<file path="src/rtl/spike_demux_pkg.sv">
// Shared sizing, types and state encoding for the two-network spike output demux.
package spike_demux_pkg;

    localparam int DEMUX_Q        = 2;
    localparam int DEMUX_HALF_LEN = 18;
    localparam int TIME_W         = $clog2(DEMUX_HALF_LEN);

    function automatic int slot_w(input int half_len);
        return $clog2(2 * half_len);
    endfunction

    // Half-relative first-spike time; "time" is a keyword, hence slot_time.
    typedef struct packed {
        logic              valid;
        logic [TIME_W-1:0] slot_time;
    } spike_time_t;

    typedef enum logic [1:0] {
        IDLE,
        CAPTURE_ONLY,
        RUN
    } demux_state_t;

endpackage

</file>
<file path="src/rtl/spike_output_demux_if.sv">
// Column-side and macrocolumn-side signals of the spike output demux.
interface spike_output_demux_if #(
    parameter int Q = 2
);
    logic         gamma_start;
    logic [Q-1:0] col_spikes;
    logic [Q-1:0] output_spikes1;
    logic [Q-1:0] output_spikes2;
    logic         replay_valid;
    logic         early_start;

    modport master (
        output gamma_start, col_spikes,
        input  output_spikes1, output_spikes2, replay_valid, early_start
    );

    modport slave (
        input  gamma_start, col_spikes,
        output output_spikes1, output_spikes2, replay_valid, early_start
    );
endinterface

</file>
<file path="src/rtl/spike_capture_bank.sv">
// Q-entry first-spike-time capture for one network half, cleared on window swap.
module spike_capture_bank
    import spike_demux_pkg::*;
#(
    parameter int Q = DEMUX_Q
) (
    input  logic                clk,
    input  logic                rstb,
    input  logic                clear_i,
    input  logic                en_i,
    input  logic [Q-1:0]        spikes_i,
    input  logic [TIME_W-1:0]   time_i,
    output spike_time_t [Q-1:0] bank_o
);

    spike_time_t [Q-1:0] bank_q, bank_d;

    always_comb begin
        for (int q = 0; q < Q; q++) begin
            // NOTE: bank_d is given a value before any condition, so no latch can be inferred.
            bank_d[q] = clear_i ? '0 : bank_q[q];
            // A spike coincident with the clear lands in the fresh window.
            if (en_i && spikes_i[q] && !bank_d[q].valid) begin
                bank_d[q].valid     = 1'b1;
                bank_d[q].slot_time = time_i;
            end
        end
    end

    // NOTE: these few entries are flops, not RAM, so reset clears them and a restart can never replay stale times.
    always_ff @(posedge clk or negedge rstb) begin
        if (!rstb) begin
            bank_q <= '0;
        end else begin
            // NOTE: non-blocking assignment keeps every flop sampling pre-edge values.
            bank_q <= bank_d;
        end
    end

    assign bank_o = bank_q;

endmodule

</file>
<file path="src/rtl/spike_output_demux.sv">
// Captures two networks' first spikes from one shared double window and replays them aligned next window.
// Optional SPIKE_DEMUX_HOLD_EN: replayed outputs hold high until the cycle after the next gamma_start.
module spike_output_demux
    import spike_demux_pkg::*;
#(
    parameter int Q        = DEMUX_Q,
    parameter int HALF_LEN = DEMUX_HALF_LEN
) (
    input  logic                 clk,
    input  logic                 rstb,
    spike_output_demux_if.slave  io
);

    localparam int                SLOT_W    = slot_w(HALF_LEN);
    localparam logic [SLOT_W-1:0] SLOT_LAST = SLOT_W'(2 * HALF_LEN - 1);
    localparam logic [SLOT_W-1:0] SLOT_HALF = SLOT_W'(HALF_LEN);

    demux_state_t        state_q, state_d;
    logic [SLOT_W-1:0]   slot_q, slot_d, slot;
    spike_time_t [Q-1:0] cap1, cap2, rep1_q, rep1_d, rep2_q, rep2_d;
    logic [Q-1:0]        out1_q, out1_d, out2_q, out2_d, hit1, hit2;
    logic                replay_valid_q, early_start_q, early_start_d;
    logic                capture_on, replay_on, in_half1;
    logic [TIME_W-1:0]   time1, time2;

    always_comb begin
        state_d = state_q;
        case (state_q)
            IDLE:         if (io.gamma_start) state_d = CAPTURE_ONLY;
            CAPTURE_ONLY: if (io.gamma_start) state_d = RUN;
            RUN:          state_d = RUN;
            default:      state_d = IDLE;
        endcase
    end

    always_comb begin
        slot       = io.gamma_start ? '0 : slot_q;
        slot_d     = (slot == SLOT_LAST) ? slot : slot + SLOT_W'(1);
        in_half1   = slot < SLOT_HALF;
        capture_on = state_d != IDLE;
        // Replay keys off the next state so the window opened by a gamma_start replays from its slot 0.
        replay_on  = state_d == RUN;
        time1      = TIME_W'(slot);
        time2      = TIME_W'(slot - SLOT_HALF);
        rep1_d     = io.gamma_start ? cap1 : rep1_q;
        rep2_d     = io.gamma_start ? cap2 : rep2_q;
        for (int q = 0; q < Q; q++) begin
            hit1[q] = replay_on && rep1_d[q].valid && (slot == SLOT_W'(rep1_d[q].slot_time));
            hit2[q] = replay_on && rep2_d[q].valid && (slot == SLOT_W'(rep2_d[q].slot_time));
        end
`ifdef SPIKE_DEMUX_HOLD_EN
        out1_d = hit1 | (out1_q & ~{Q{io.gamma_start}});
        out2_d = hit2 | (out2_q & ~{Q{io.gamma_start}});
`else
        out1_d = hit1;
        out2_d = hit2;
`endif
        early_start_d = io.gamma_start && (slot_q < SLOT_LAST) && (state_q != IDLE);
    end

    spike_capture_bank #(.Q(Q)) u_bank1 (
        .clk      (clk),
        .rstb     (rstb),
        .clear_i  (io.gamma_start),
        .en_i     (capture_on && in_half1),
        .spikes_i (io.col_spikes),
        .time_i   (time1),
        .bank_o   (cap1)
    );

    spike_capture_bank #(.Q(Q)) u_bank2 (
        .clk      (clk),
        .rstb     (rstb),
        .clear_i  (io.gamma_start),
        .en_i     (capture_on && !in_half1),
        .spikes_i (io.col_spikes),
        .time_i   (time2),
        .bank_o   (cap2)
    );

    always_ff @(posedge clk or negedge rstb) begin
        if (!rstb) begin
            state_q        <= IDLE;
            slot_q         <= '0;
            rep1_q         <= '0;
            rep2_q         <= '0;
            out1_q         <= '0;
            out2_q         <= '0;
            replay_valid_q <= 1'b0;
            early_start_q  <= 1'b0;
        end else begin
            state_q        <= state_d;
            slot_q         <= slot_d;
            rep1_q         <= rep1_d;
            rep2_q         <= rep2_d;
            out1_q         <= out1_d;
            out2_q         <= out2_d;
            replay_valid_q <= replay_on;
            early_start_q  <= early_start_d;
        end
    end

    assign io.output_spikes1 = out1_q;
    assign io.output_spikes2 = out2_q;
    assign io.replay_valid   = replay_valid_q;
    assign io.early_start    = early_start_q;

endmodule

</file>
<file path="src/flat_wrapper.sv">
// flat-port wrapper written by rule: the top's interface ports become plain ports
module spike_output_demux_flat import spike_demux_pkg::*;
#(
    parameter int Q        = DEMUX_Q,
    parameter int HALF_LEN = DEMUX_HALF_LEN
)
  (clk, rstb, io_gamma_start, io_col_spikes, io_output_spikes1, io_output_spikes2, io_replay_valid, io_early_start);
  spike_output_demux_if #(.Q(Q)) io_i ();
  input  logic clk;
  input  logic rstb;
  input wire logic [$bits(io_i.gamma_start)-1:0] io_gamma_start;
  input wire logic [$bits(io_i.col_spikes)-1:0] io_col_spikes;
  output wire logic [$bits(io_i.output_spikes1)-1:0] io_output_spikes1;
  output wire logic [$bits(io_i.output_spikes2)-1:0] io_output_spikes2;
  output wire logic [$bits(io_i.replay_valid)-1:0] io_replay_valid;
  output wire logic [$bits(io_i.early_start)-1:0] io_early_start;
  assign io_i.gamma_start = io_gamma_start;
  assign io_i.col_spikes = io_col_spikes;
  assign io_output_spikes1 = io_i.output_spikes1;
  assign io_output_spikes2 = io_i.output_spikes2;
  assign io_replay_valid = io_i.replay_valid;
  assign io_early_start = io_i.early_start;
  spike_output_demux #(.Q(Q), .HALF_LEN(HALF_LEN)) u_core (.clk(clk), .rstb(rstb), .io(io_i));
endmodule
</file>
<file path="config.mk">
export PLATFORM = sky130hd
export DESIGN_NAME = spike_output_demux_flat
export DESIGN_NICKNAME = d
export VERILOG_FILES = /design/src/rtl/spike_demux_pkg.sv /design/src/rtl/spike_output_demux_if.sv /design/src/rtl/spike_capture_bank.sv /design/src/rtl/spike_output_demux.sv /design/src/flat_wrapper.sv
export SDC_FILE = /design/constraint.sdc
export NUM_CORES = 1
export LEC_CHECK = 0
export BUFFER_PORTS_ARGS = -buffer_cell sky130_fd_sc_hd__clkbuf_2
export CAP_MARGIN = 40
export CORE_AREA = 8 8 83 85
export DETAILED_ROUTE_END_ITERATION = 7
export DIE_AREA = 0 0 91 93
export GPL_ROUTABILITY_DRIVEN = 1
export GPL_TIMING_DRIVEN = 0
export PLACE_DENSITY = 0.73
export REMOVE_ABC_BUFFERS = 1
export SYNTH_ARGS = -nofsm -noshare
export SYNTH_HDL_FRONTEND = slang
export SYNTH_SLANG_ARGS = --single-unit
</file>
<file path="constraint.sdc">
create_clock -name clk -period 1.7 [get_ports clk]
set_input_delay 0.085 -clock clk [delete_from_list [all_inputs] [get_ports clk]]
set_output_delay 0.085 -clock clk [all_outputs]
set_load 0.01 [all_outputs]
</file>
Word-level counts from Yosys, hierarchy flattened
Index checks and enable logic that the tools add are counted.
{ "totals": {"ff_bits": 62, "input_bits": 5, "out_inout_bits": 6} }
{ "classes": {"n_addsub": 2, "n_lt_le_gt_ge": 2, "eq_ne": 8, "mux": 15, "n_reduce_logical": 32} }
{ "op_table": {"columns": ["cell", "n"], "rows": [
  ["6-bit 2-to-1 mux", 10],
  ["6-bit by 5-bit equality test with 1-bit output", 4],
  ["12-bit 2-to-1 mux", 2],
  ["1-bit logical AND", 20],
  ["2-bit nonzero test", 6],
  ["6-bit by 1-bit adder with 6-bit output (second input constant)", 1],
  ["6-bit equality test (second input constant)", 1],
  ["6-bit by 5-bit < comparator with 1-bit output (second input constant)", 1],
  ["6-bit < comparator (second input constant)", 1],
  ["2-bit case mux with 3 select lines", 1],
  ["1-bit logical NOT", 5],
  ["5-bit subtractor (second input constant)", 1],
  ["2-bit equality test (second input constant)", 2],
  ["2-bit 2-to-1 mux", 2],
  ["2-bit by 1-bit equality test with 1-bit output (second input constant)", 1],
  ["2-bit logical NOT", 1]
]} }

Depth between registers and ports, before layout
Gate-level depths: netlist (run 1).
{ "depth": {"ltp_word": 7, "ltp_mapped": 9, "depth_no_buf": 7} }

Hierarchy
A second synthesis (run 1) with hierarchy kept.
{ "hier_totals": {"cells_unflattened": 281, "area_unflattened_um2": 3061.7} }
{ "by_module_without_submodules": {"columns": ["mod", "instances", "cells_per_inst", "area_each_um2"], "rows": [
  ["spike_output_demux", 1, 189, 1998.2],
  ["spike_capture_bank", 2, 46, 531.8]
]} }

Least setup slack after synthesis (run 1)
OpenSTA, ideal clock, no wires.
{ "synth_path": {"kind": "input to register", "start": "input io_gamma_start", "end": "register u_core.slot_q[1]", "setup_ns": 0.125, "arrival_time_ns": 1.724, "required_time_ns": 1.575, "path_slack_ns": -0.149, "cell_stages": 8, "cell_sequence": "buf_2 inv_1 clkbuf_1 nand2_1 inv_1 ha_1 and4_1 mux2_2"} }
{ "synth_between": {"elab_chain_cells": 3, "elab_cells_between_ends": 4, "classes_between": "1 x add/sub; 1 x eq/ne; 2 x mux"} }
{ "synth_rtl": {"columns": ["item", "line_no", "source"], "rows": [
  ["from (decl)", "flat_wrapper.sv:11", "input wire logic [$bits(io_i.gamma_start)-1:0] io_gamma_start;"],
  ["6-bit 2-to-1 mux *", "spike_output_demux.sv:37", "slot = io.gamma_start ? '0 : slot_q;"],
  ["6-bit by 1-bit adder with 6-bit output / 6-bit equality test (equally long branches)", "spike_output_demux.sv:38", "slot_d = (slot == SLOT_LAST) ? slot : slot + SLOT_W'(1);"],
  ["6-bit 2-to-1 mux *", "spike_output_demux.sv:38", null],
  ["via u_core.slot_d[1]", "spike_output_demux.sv:19", "logic [SLOT_W-1:0] slot_q, slot_d, slot;"],
  ["to (signal assigned)", "spike_output_demux.sv:93", "slot_q <= slot_d;"],
  ["to (decl)", "spike_output_demux.sv:19", null]
]} }
Mark *: on every way through the listed nets, which the timed path passes. The rest lies on a longest branch.
A chain may end at the register's enable or synchronous reset.

Final worst setup path (run 1)
{ "layout_path": {"start": "register u_core.slot_q[1]", "end": "register u_core.u_bank2.bank_q, in the netlist u_core.u_bank2.bank_o[9]"} }
{ "layout_between": {"elab_chain_cells": 7, "elab_cells_between_ends": 9, "classes_between": "1 x add/sub; 1 x order compare; 2 x mux; 5 x reduce/logical"} }
{ "layout_rtl": {"columns": ["item", "line_no", "source"], "rows": [
  ["6-bit 2-to-1 mux *", "spike_output_demux.sv:37", null],
  ["6-bit by 5-bit < comparator with 1-bit output", "spike_output_demux.sv:39", "in_half1 = slot < SLOT_HALF;"],
  ["1-bit logical NOT", "spike_output_demux.sv:75", ".en_i (capture_on && !in_half1),"],
  ["1-bit logical AND", "spike_output_demux.sv:75", null],
  ["1-bit logical AND (2 in a row)", "spike_capture_bank.sv:23", "if (en_i && spikes_i[q] && !bank_d[q].valid) begin"],
  ["6-bit 2-to-1 mux / 2-bit nonzero test (equally long branches)", null, null],
  ["to (signal assigned)", "spike_capture_bank.sv:36", "bank_q <= bank_d;"],
  ["to (decl)", "spike_capture_bank.sv:16", "spike_time_t [Q-1:0] bank_q, bank_d;"]
]} }
Mark *: on every way between the ends. The rest lies on a longest branch, timed or not.

==> results of run 1 <==
where the power goes:
group | switching [W] | internal (W)
Sequential | 0.000123 | 0.00161
Combinational | 0.000454 | 0.000344
Clock | 0.000566 | 0.000644
Total | 0.00114 | 0.00259
flip-flops by register name, summed over array words and instances (netlist names), 2 cells and up:
name and count:
u_core.io.output_spikes1 2, u_core.rep2_q 12, u_core.u_bank2.bank_o 12, u_core.rep1_q 12
u_core.slot_q 6, u_core.io.output_spikes2 2, u_core.state_q 2, u_core.u_bank1.bank_o 12
layer usage:
metal | global-route usage | vias to the layer above
li1 | - | 1000
met1 | 0.203 | 1088
met5 | 0 | -
met4 | 0.0996 | 0
met3 | 0.0361 | 13
met2 | 0.259 | 55
worst paths after layout:
path | startpoint | endpoint | slack, ns | depth (start not counted)
min | io_col_spikes[0] | u_core.u_bank1.bank_o[5] | 0.05 | 3
max reg2reg | u_core.slot_q[1] | u_core.u_bank2.bank_o[9] | 0.03 | 7
min in group asynchronous | rstb | u_core.io.early_start | 0.40 | 2
min reg2reg | u_core.rep1_q[11] | u_core.rep1_q[11] | 0.51 | 1
max in group asynchronous | rstb | u_core.slot_q[4] | 0.69 | 2
max | u_core.slot_q[1] | u_core.u_bank2.bank_o[9] | 0.03 | 7
layout by cell type, fill, tap and decap left out, types with 2 or more instances in the layout:
cell type,instances
a2111oi_4,2
a21oi_1,4
a22oi_1,2
and4b_1,2
buf_16,2
buf_4,18
buf_6,2
clkbuf_2,8
clkbuf_8,13
clkinv_2,2
clkinvlp_4,4
dfrtp_1,55
dfrtp_2,7
ha_1,3
inv_1,10
mux2_2,20
mux2i_1,19
nand2_1,37
nand2_2,2
nand2b_1,4
nand3_1,4
nor2_1,14
nor2b_1,3
nor3_1,5
o21ai_0,8
o21ai_1,2
o22ai_1,3
o2bb2ai_1,5
o32ai_1,2
xnor2_1,10
xor2_1,3
worst reg2reg max path: cells and delay by family (launching register included):
family | cells | cell delay, ns
buf+inv | 3 | 0.49
flops | 1 | 0.40
compound gates | 3 | 0.47
mux | 1 | 0.20
what timing repair did:
action	CTS	global route
pin swaps	3	3
endpoints found under the hold margin	62	0
buffers inserted	7	13
hold buffers	1	0
gates cloned	0	1
gates resized for setup	11	17
endpoints found under the setup margin	28	23
logic make-up (layout without fill, tap and decap cells):
kind of cell,count (synthesis),after routing,synth area share
DFF,62,62,0.521
buffers and inverters,28,63,0.0395
xor gates and xnor gates,14,14,0.0411
adders and majority gates,3,3,0.0126
and+or+nand+nor,78,78,0.122
AOI/OAI and AO/OA,43,43,0.125
muxes,39,39,0.139
Yosys cell counts, drive strengths merged, types with 2 or more instances:
| cell | instances | area (µm²) |
|---|---|---|
| a2111oi | 3 | 63.8 |
| a21oi | 4 | 20.0 |
| a22oi | 2 | 15.0 |
| and4b | 2 | 20.0 |
| buf | 9 | 46.3 |
| clkbuf | 6 | 22.5 |
| clkinv | 2 | 7.51 |
| dfrtp | 62 | 1550 |
| ha | 3 | 37.5 |
| inv | 11 | 41.3 |
| mux2 | 20 | 225 |
| mux2i | 19 | 190 |
| nand2 | 39 | 146 |
| nand2b | 4 | 25.0 |
| nand3 | 4 | 20.0 |
| nand4 | 2 | 18.8 |
| nor2 | 14 | 52.6 |
| nor2b | 3 | 18.8 |
| nor3 | 5 | 25.0 |
| o21ai | 10 | 50.1 |
| o22ai | 4 | 25.0 |
| o2bb2ai | 5 | 43.8 |
| o31ai | 2 | 28.8 |
| o32ai | 2 | 17.5 |
| o41ai | 2 | 17.5 |
| xnor2 | 11 | 96.3 |
| xor2 | 3 | 26.3 |
metrics by stage:
| step | utilization | power [W] | cell area, µm² | cells | TNS, ns |
|---|---|---|---|---|---|
| after global placement | 0.538 | 0.00237 | 3060 | 337 | -34.69 |
| after global routing | 0.631 | 0.00393 | 3580 | 377 | -0.0834 |
| final | 0.631 | 0.00374 | 3580 | 377 | 0 |
| after CTS | 0.597 | 0.00367 | 3390 | 363 | -0.825 |
| after floorplan | - | 0.00216 | 2910 | 252 | -0.140 |
| after detailed placement | 0.547 | 0.00240 | 3110 | 339 | -10.06 |
cell type report:
class | count | area (µm²)
clock buffers | 13 | 169
repair buffers | 34 | 309
inverters | 13 | 60.1
multi-input cells | 177 | 1370
clock inverters | 3 | 17.5
fillers | 452 | 2090
well taps | 75 | 93.8
flip-flops and latches | 62 | 1560
==> metrics.cfg, run 1 <==
[synth]
synth_seq_area_share=0.521
synth_ff_type=dfrtp_1
synth_edf_count=0
yosysWarnings=0
syn_inst=267
syn_area_mm2=0.00298
syn_area_per_cell_um2=11.2
synthArstFlopShare=1.00
yosysUniqueCellTypes=47
synth.ff_latch_count=62

[worst_setup_path]
worst-path-buf-inv=3
crit_top_cell=buf_4
endpoint_kind=register
max_stage_delay_ns=0.40
path_delay_family=buffers and inverters
cp_data_required_time_ns=1.93
crit_path_start_kind=register
crit_fanout=6
path_class=reg -> reg
crit_chain=buf_6 > o31ai_4 > buf_4 > a2111oi_4 > buf_4 > mux2i_1 > o21ai_1
critPathSlowestCell=dfrtp_2
worstPathArrival_ns=1.89

[die]
die_h_um=93
io_pins=11
std_cell_rows=28
dieArea_mm2=0.00846
die_w_um=91
start_util=0.525
core_region_area_mm2=0.00568

[routing]
drcViolationCount=0
viasPerCell=5.72
wl_met2_um=3400
top_layer_used=met4
drtIter0Drc=191
met1_length_um=3030
firstDrtPassIters=4
dr_total_vias=2156
final_antenna_net_count=0
drt_wl_total_um=6910
wire_per_inst_um=18.3
met3_length_um=330

[global_route]
antenna_found_initial=0
grt-ovfl-total=0
grt.total_usage=0.164
grt_pass1_wl_um=10800
grt_max_degree=63
grt_pass1_vias=2098

[run_status]
outcome=finished clean

[timing]
worst_slew_pin_slew_ns=0.842
finalClockSkew_ns=0.00673
finalMaxSlewViolations=0
finalCriticalPeriod_ns=1.67
hold_viol=0
setup_viol=0
hold_slack_ns=0.0515
worst_slack_ns=0.0322
period_share=0.981
rsz0062_at_grt=true
max_freq_mhz=600
slew_headroom=0.439

[hold_path]
hp-class=in -> reg

[clock_network]
clkTransAtPathRegs_ns=0.07
cts.path.max_buffers=2
numCtsBuffers=9
clkSinkCount=62
clk-insertion-delay-late_ns=0.34
h-tree-depth=3
cts_root_buf=clkbuf_8
cts_tree=built

[final_layout]
diodes=0
fin_nets=305
area_delta_synth_final_pct=20.2
drive_gt1_frac=0.305

[pwr]
vdd_drop_max_mv=0.688
power.leakage_nw=1.66
power_density_mw_per_mm2=1040

[place]
globalplace.congestion=0.751
port_buffers=10
dp_hpwl_um=4180
pre_cts_slack_ns=-0.923

[run]
drv_cap=0

Power figures use the tool's default switching activity.
==> inputs of run 2 (changes only) <==
--- a/config.mk
+++ b/config.mk
@@ -7,13 +7,13 @@
 export LEC_CHECK = 0
 export BUFFER_PORTS_ARGS = -buffer_cell sky130_fd_sc_hd__clkbuf_2
 export CAP_MARGIN = 40
-export CORE_AREA = 8 8 83 85
+export CORE_AREA = 8 8 92 94
 export DETAILED_ROUTE_END_ITERATION = 7
-export DIE_AREA = 0 0 91 93
+export DIE_AREA = 0 0 100 102
 export GPL_ROUTABILITY_DRIVEN = 1
 export GPL_TIMING_DRIVEN = 0
-export PLACE_DENSITY = 0.73
 export REMOVE_ABC_BUFFERS = 1
+export SETUP_SLACK_MARGIN = 0.3
 export SYNTH_ARGS = -nofsm -noshare
 export SYNTH_HDL_FRONTEND = slang
 export SYNTH_SLANG_ARGS = --single-unit
==> metrics.cfg, run 2 (synthesis gave the netlist of run 1 again) <==
[run_status]
outcome=finished clean  ; unchanged

[die]
io_pins=11  ; unchanged
die_h_um=102  ; was 93 µm
start_util=0.422  ; was 0.525
std_cell_rows=31  ; was 28
dieArea_mm2=0.0102  ; was 0.00846 mm²
core_region_area_mm2=0.00706  ; was 0.00568 mm²
die_w_um=100  ; was 91 µm

[run]
drv_cap=0  ; unchanged

[global_route]
grt-ovfl-total=0  ; unchanged
grt_pass1_wl_um=11900  ; was 10800 µm
antenna_found_initial=0  ; unchanged
grt_pass1_vias=2217  ; was 2098
grt_max_degree=37  ; was 63
grt.total_usage=0.154  ; was 0.164

[pwr]
power.leakage_nw=1.80  ; was 1.66 nW
clockPowerShare=0.334  ; was 0.324
internal-power_w=0.00280  ; was 0.00259 W
power_density_mw_per_mm2=1030  ; was 1040 mW/mm²
power_frac_comb=0.234  ; was 0.214
vdd_drop_max_mv=0.533  ; was 0.688 mV
p_switching_w=0.00121  ; was 0.00114 W
p_seq_frac=0.432  ; was 0.463
switching_share=0.302  ; was 0.306

[timing]
worst_slack_ns=0.137  ; was 0.0322 ns
hold_slack_ns=0.0512  ; was 0.0515 ns
finalMaxSlewViolations=0  ; unchanged
finalClockSkew_ns=0.00721  ; was 0.00673 ns
finalCriticalPeriod_ns=1.56  ; was 1.67 ns
hold_viol=0  ; unchanged
rsz0062_at_grt=true  ; unchanged
slew_headroom=0.734  ; was 0.439
period_share=0.919  ; was 0.981
setup_viol=0  ; unchanged
worst_slew_pin_slew_ns=0.398  ; was 0.842 ns
max_freq_mhz=640  ; was 600 MHz

[final_layout]
area_delta_synth_final_pct=31.1  ; was 20.2%
fin_nets=321  ; was 305
fin_util=0.554  ; was 0.631
diodes=0  ; unchanged
drive_gt1_frac=0.393  ; was 0.305
final_common_cell=dfrtp_1  ; unchanged
mostFrequentLayoutCells=dfrtp_1 (55), nand2_1 (33), buf_4 (27)  ; was dfrtp_1 (55), nand2_1 (37), mux2_2 (20)

[worst_setup_path]
crit_path_start_kind=register  ; unchanged
endpoint_kind=register  ; unchanged
ff2ff_path_depth=6  ; was 7
max_stage_delay_ns=0.44  ; was 0.40 ns
path_class=reg -> reg  ; unchanged
critPathSlowestCell=dfrtp_2  ; unchanged
worst-path-buf-inv=2  ; was 3
rrSetupSlack_ns=0.14  ; was 0.03 ns
crit_chain=o31ai_4 > buf_12 > a2111oi_4 > buf_6 > mux2i_1 > o21ai_1  ; was buf_6 > o31ai_4 > buf_4 > a2111oi_4 > buf_4 > mux2i_1 > o21ai_1
r2r_end=u_core.u_bank2.bank_o[3]  ; was u_core.u_bank2.bank_o[9]
worstPathArrival_ns=1.79  ; was 1.89 ns
path_delay_family=compound AO/OA/AOI/OAI gates  ; was buffers and inverters
crit_fanout=6  ; unchanged
cp_data_required_time_ns=1.93  ; about the same
timing.rr.start=u_core.slot_q[2]  ; was u_core.slot_q[1]

[hold_path]
min_from=io_gamma_start  ; was io_col_spikes[0]
hp-class=in -> reg  ; unchanged
min_path_cells=2  ; was 3
hold_end=u_core.slot_q[3]  ; was u_core.u_bank1.bank_o[5]

[routing]
firstDrtPassIters=4  ; unchanged
final_antenna_net_count=0  ; unchanged
wire_per_inst_um=17.7  ; was 18.3 µm
viasPerCell=5.25  ; was 5.72
drtIter0Drc=90  ; was 191
dr_total_vias=2188  ; was 2156
drt_wl_total_um=7390  ; was 6910 µm
drcViolationCount=0  ; unchanged

[clock_network]
cts_root_buf=clkbuf_8  ; unchanged
cts.path.max_buffers=2  ; unchanged
clkSinkCount=62  ; unchanged
clk-insertion-delay-late_ns=0.35  ; was 0.34 ns
numCtsBuffers=9  ; unchanged
cts_tree=built  ; unchanged
h-tree-depth=3  ; unchanged
clkTransAtPathRegs_ns=0.07  ; about the same

[place]
port_buffers=10  ; unchanged
dp_hpwl_um=4360  ; was 4180 µm
pre_cts_slack_ns=-0.905  ; was -0.923 ns
globalplace.congestion=0.761  ; was 0.751

-- run 2: per-stage QoR --
stage               total power, W  TNS [ns]  instances  cell area [µm²]
floorplan                  0.00216    -0.140        252             2910
global placement           0.00238    -37.43        361             3090
detailed placement         0.00241    -11.55        364             3160
CTS                        0.00392         0        406             3720
global route               0.00420         0        417             3910
finish                     0.00401         0        417             3910
-- run 2: how the worst max path moves through the flow --
stage	start	cells after the start	end	slack [ns]
finish	u_core.slot_q[2]	6	u_core.u_bank2.bank_o[3]	0.14
global route	u_core.slot_q[2]	6	u_core.u_bank2.bank_o[3]	0.05
CTS	u_core.slot_q[1]	6	u_core.u_bank2.bank_o[3]	0.15
detailed placement	io_gamma_start	9	u_core.slot_q[1]	-0.91
global placement	io_gamma_start	7	u_core.slot_q[1]	-1.81
floorplan	io_gamma_start	6	u_core.slot_q[1]	-0.14
-- run 2: per-layer routing --
| layer | vias up | wire [µm] | global-route usage |
|---|---|---|---|
| li1 | 1038 | - | - |
| met2 | 41 | 3490 | 0.240 |
| met1 | 1098 | 3520 | 0.201 |
| met5 | - | 0 | 0 |
| met3 | 11 | 234 | 0.0279 |
| met4 | 0 | 144 | 0.0733 |
-- run 2: final cells by class --
| type | instances | area [µm²] |
|---|---|---|
| clock buffer | 12 | 155 |
| clock inverter | 4 | 45.0 |
| fill | 626 | 3150 |
| inverter | 13 | 65.1 |
| multi-input combinational | 177 | 1480 |
| sequential | 62 | 1560 |
| tap | 99 | 124 |
| timing repair buffer | 50 | 482 |
-- run 2: power by group through the flow --
stage | Clock (W) | Sequential, W | Combinational, W
2_1_floorplan | 0 | 0.00174 | 0.000417
3_3_place_gp | 0 | 0.00176 | 0.000617
3_5_place_dp | 0 | 0.00177 | 0.000645
4_1_cts | 0.00135 | 0.00172 | 0.000852
5_1_grt | 0.00142 | 0.00175 | 0.00102
6_report | 0.00134 | 0.00173 | 0.000937
-- run 2: what timing repair did --
| action | CTS | global route |
|---|---|---|
| setup endpoints to repair | 34 | 29 |
| gates cloned | 1 | 0 |
| pin swaps | 11 | 5 |
| setup buffers | 24 | 11 |
| gates resized for setup | 34 | 27 |
| hold endpoints to repair | 26 | 0 |
| hold buffers | 1 | 0 |
==> inputs of run 3 (changes only) <==
--- a/config.mk
+++ b/config.mk
@@ -5,6 +5,7 @@
 export SDC_FILE = /design/constraint.sdc
 export NUM_CORES = 1
 export LEC_CHECK = 0
+export ABC_AREA = 1
 export BUFFER_PORTS_ARGS = -buffer_cell sky130_fd_sc_hd__clkbuf_2
 export CAP_MARGIN = 40
 export CORE_AREA = 8 8 92 94
==> constraint.sdc (replaced) <==
create_clock -name clk -period 1.8 [get_ports clk]
set_input_delay 0.09 -clock clk [delete_from_list [all_inputs] [get_ports clk]]
set_output_delay 0.09 -clock clk [all_outputs]
set_load 0.01 [all_outputs]
==> metrics.cfg, run 3 <==
[pwr]
power_frac_comb=0.229  ; was 0.234
clockPowerShare=0.315  ; was 0.334
power.leakage_nw=1.73  ; was 1.80 nW
p_switching_w=0.00111  ; was 0.00121 W
internal-power_w=0.00234  ; was 0.00280 W
vdd_drop_max_mv=0.718  ; was 0.533 mV
switching_share=0.322  ; was 0.302
power_density_mw_per_mm2=985  ; was 1030 mW/mm²
p_seq_frac=0.455  ; was 0.432

[final_layout]
mostFrequentLayoutCells=nand2_1 (110), dfrtp_1 (59), nand3_1 (29)  ; was dfrtp_1 (55), nand2_1 (33), buf_4 (27)
fillers=714  ; was 626
fin_nets=366  ; was 321
diodes=0  ; unchanged
area_delta_synth_final_pct=18.1  ; was 31.1%
multi_input_area_mm2=0.00133  ; was 0.00148 mm²
fin_area_mm2=0.00350  ; was 0.00391 mm²
drive_gt1_frac=0.202  ; was 0.393
final_common_cell=nand2_1  ; was dfrtp_1
seq_area_mm2=0.00156  ; about the same

[clock_network]
cts.path.max_buffers=2  ; unchanged
clk-insertion-delay-late_ns=0.34  ; was 0.35 ns
numCtsBuffers=9  ; unchanged
cts_root_buf=clkbuf_8  ; unchanged
cts_tree=built  ; unchanged
clkTransAtPathRegs_ns=0.07  ; about the same
clkSinkCount=62  ; unchanged
h-tree-depth=3  ; unchanged

[global_route]
grt_pass1_wl_um=11800  ; was 11900 µm
grt-ovfl-total=0  ; unchanged
grt_pass1_vias=2305  ; was 2217
grt.total_usage=0.150  ; was 0.154
grt_max_degree=51  ; was 37
antenna_found_initial=0  ; unchanged

[routing]
drtIter0Drc=145  ; was 90
firstDrtPassIters=4  ; unchanged
final_antenna_net_count=0  ; unchanged
drcViolationCount=0  ; unchanged
drt_wl_total_um=7140  ; was 7390 µm
dr_total_vias=2383  ; was 2188
wire_per_inst_um=15.5  ; was 17.7 µm
viasPerCell=5.17  ; was 5.25

[synth]
syn_area_per_cell_um2=8.94  ; was 11.2 µm²
synth_edf_count=0  ; unchanged
synth_common_cells=nand2_1 (113), dfrtp_1 (62), nand3_1 (30)  ; was dfrtp_1 (62), nand2_1 (39), mux2_2 (20)
syn_area_mm2=0.00297  ; was 0.00298 mm²
synth.most_common_cell=nand2_1  ; was dfrtp_1
syn_inst=332  ; was 267
synth_top_area_share=0.523  ; was 0.521
synth_ff_type=dfrtp_1  ; unchanged
synth_seq_area_share=0.523  ; was 0.521
synthTopCellsByArea=dfrtp_1 (52%), nand2_1 (14%), nand4_1 (5.5%)  ; was dfrtp_1 (52%), mux2_2 (7.6%), mux2i_1 (6.4%)
synth.ff_latch_count=62  ; unchanged
synthArstFlopShare=1.00  ; unchanged
yosysWarnings=0  ; unchanged
yosysUniqueCellTypes=31  ; was 47
yosys.area.top_type=dfrtp_1  ; unchanged

[timing]
finalCriticalPeriod_ns=1.46  ; was 1.56 ns
tns_ns=0  ; unchanged
finalMaxSlewViolations=0  ; unchanged
hold_viol=0  ; unchanged
finalClockSkew_ns=0.00634  ; was 0.00721 ns
rsz0062_at_grt=true  ; unchanged
setup_viol=0  ; unchanged
slew_headroom=0.675  ; was 0.734
period_share=0.809  ; was 0.919
max_freq_mhz=686  ; was 640 MHz
worst_slew_pin_slew_ns=0.487  ; was 0.398 ns

[die]
io_pins=11  ; unchanged
die_h_um=102  ; unchanged
std_cell_rows=31  ; unchanged
core_region_area_mm2=0.00706  ; unchanged
die_w_um=100  ; unchanged
dieArea_mm2=0.0102  ; unchanged
start_util=0.420  ; was 0.422

[place]
port_buffers=10  ; unchanged
globalplace.congestion=0.754  ; was 0.761
dp_hpwl_um=4120  ; was 4360 µm
dpl_cell_area_mm2=0.00307  ; was 0.00316 mm²

[hold_path]
hp-class=in -> async  ; was in -> reg

[worst_setup_path]
timing.rr.start=u_core.slot_q[2]  ; unchanged
crit_path_start=u_core.slot_q[2]  ; unchanged
endpoint_kind=register  ; unchanged
crit_path_start_kind=register  ; unchanged
cp_data_required_time_ns=2.03  ; was 1.93 ns
worstPathArrival_ns=1.68  ; was 1.79 ns
crit_fanout=10  ; was 6
path_class=reg -> reg  ; unchanged

[run]
drv_cap=0  ; unchanged

[run_status]
outcome=finished clean  ; unchanged

[run 3: through the flow]
stage	total power (W)	cells	util	setup slack [ns]	hold WS [ns]
after global placement	0.00220	427	0.430	-0.636	0.451
final	0.00345	461	0.496	0.343	0.164
after detailed placement	0.00221	428	0.435	-0.654	-0.0175
after CTS	0.00336	448	0.469	0.288	0.135
after floorplan	0.00199	318	-	0.391	-0.206
after global routing	0.00363	461	0.496	0.275	0.168
[run 3: worst paths after layout]
kind | cells past startpoint | endpoint | slack (ns)
min in group clk | 3 | u_core.u_bank1.bank_o[11] | 0.17
setup reg to reg | 7 | u_core.u_bank2.bank_o[4] | 0.34
setup / recovery | 7 | u_core.u_bank2.bank_o[4] | 0.34
hold / removal | 2 | u_core.io.early_start | 0.16
max in group asynchronous | 3 | u_core.slot_q[1] | 1.11
hold reg to reg | 1 | u_core.io.early_start | 0.46
[run 3: logic make-up (layout without fill, tap and decap cells)]
logic type | count (synthesis) | in the layout | share of synthesized area
and+or+nand+nor | 196 | 198 | 0.321
DFF | 62 | 62 | 0.523
buffers and inverters | 39 | 67 | 0.0687
AOI/OAI and AO/OA | 26 | 26 | 0.0569
xor gates and xnor gates | 6 | 6 | 0.0177
adders and majority gates | 3 | 3 | 0.0127
[run 3: area by class of cell]
| class | count | area share |
|---|---|---|
| Clock inverter | 1 | 0.00143 |
| Inverter | 25 | 0.0357 |
| Multi-Input combinational cell | 233 | 0.378 |
| Timing Repair Buffer | 26 | 0.0564 |
| Clock buffer | 14 | 0.0464 |
| Tap cell | 99 | 0.0354 |
| Sequential cell | 62 | 0.444 |
| Timing Repair inverter | 1 | 0.00250 |
[run 3: what timing repair did]
| item | in CTS | in global routing |
|---|---|---|
| endpoints found under the setup margin | 34 | 29 |
| pin swaps | 4 | 13 |
| hold buffers | 1 | 0 |
| resized for setup | 13 | 19 |
| buffers inserted | 2 | 12 |
| gates cloned | 2 | 1 |
| hold endpoints to repair | 62 | 0 |
[run 3: routing by layer]
layer / wire, µm / part of all wire / track usage / vias up
li1: - / - / - / 1174
met1: 3420 / 0.48 / 0.195 / 1164
met2: 3340 / 0.47 / 0.229 / 35
met3: 233 / 0.033 / 0.0320 / 10
met4: 144 / 0.020 / 0.0802 / 0
met5: 0 / 0 / 0 / -
[run 3: critical path: stages (launching register included)]
cell	delay, ns
dfrtp_2	0.47
nand2_8	0.13
nand3_4	0.11
a21oi_4	0.27
buf_4	0.17
nor2_4	0.05
nand4_1	0.08
nand2_1	0.06
[run 3: power by group through the flow]
stage | sequential (W) | clock, W | combinational (W)
6_report | 0.00157 | 0.00109 | 0.000790
5_1_grt | 0.00158 | 0.00117 | 0.000876
4_1_cts | 0.00157 | 0.00112 | 0.000676
3_5_place_dp | 0.00160 | 0 | 0.000617
3_3_place_gp | 0.00159 | 0 | 0.000601
2_1_floorplan | 0.00160 | 0 | 0.000392
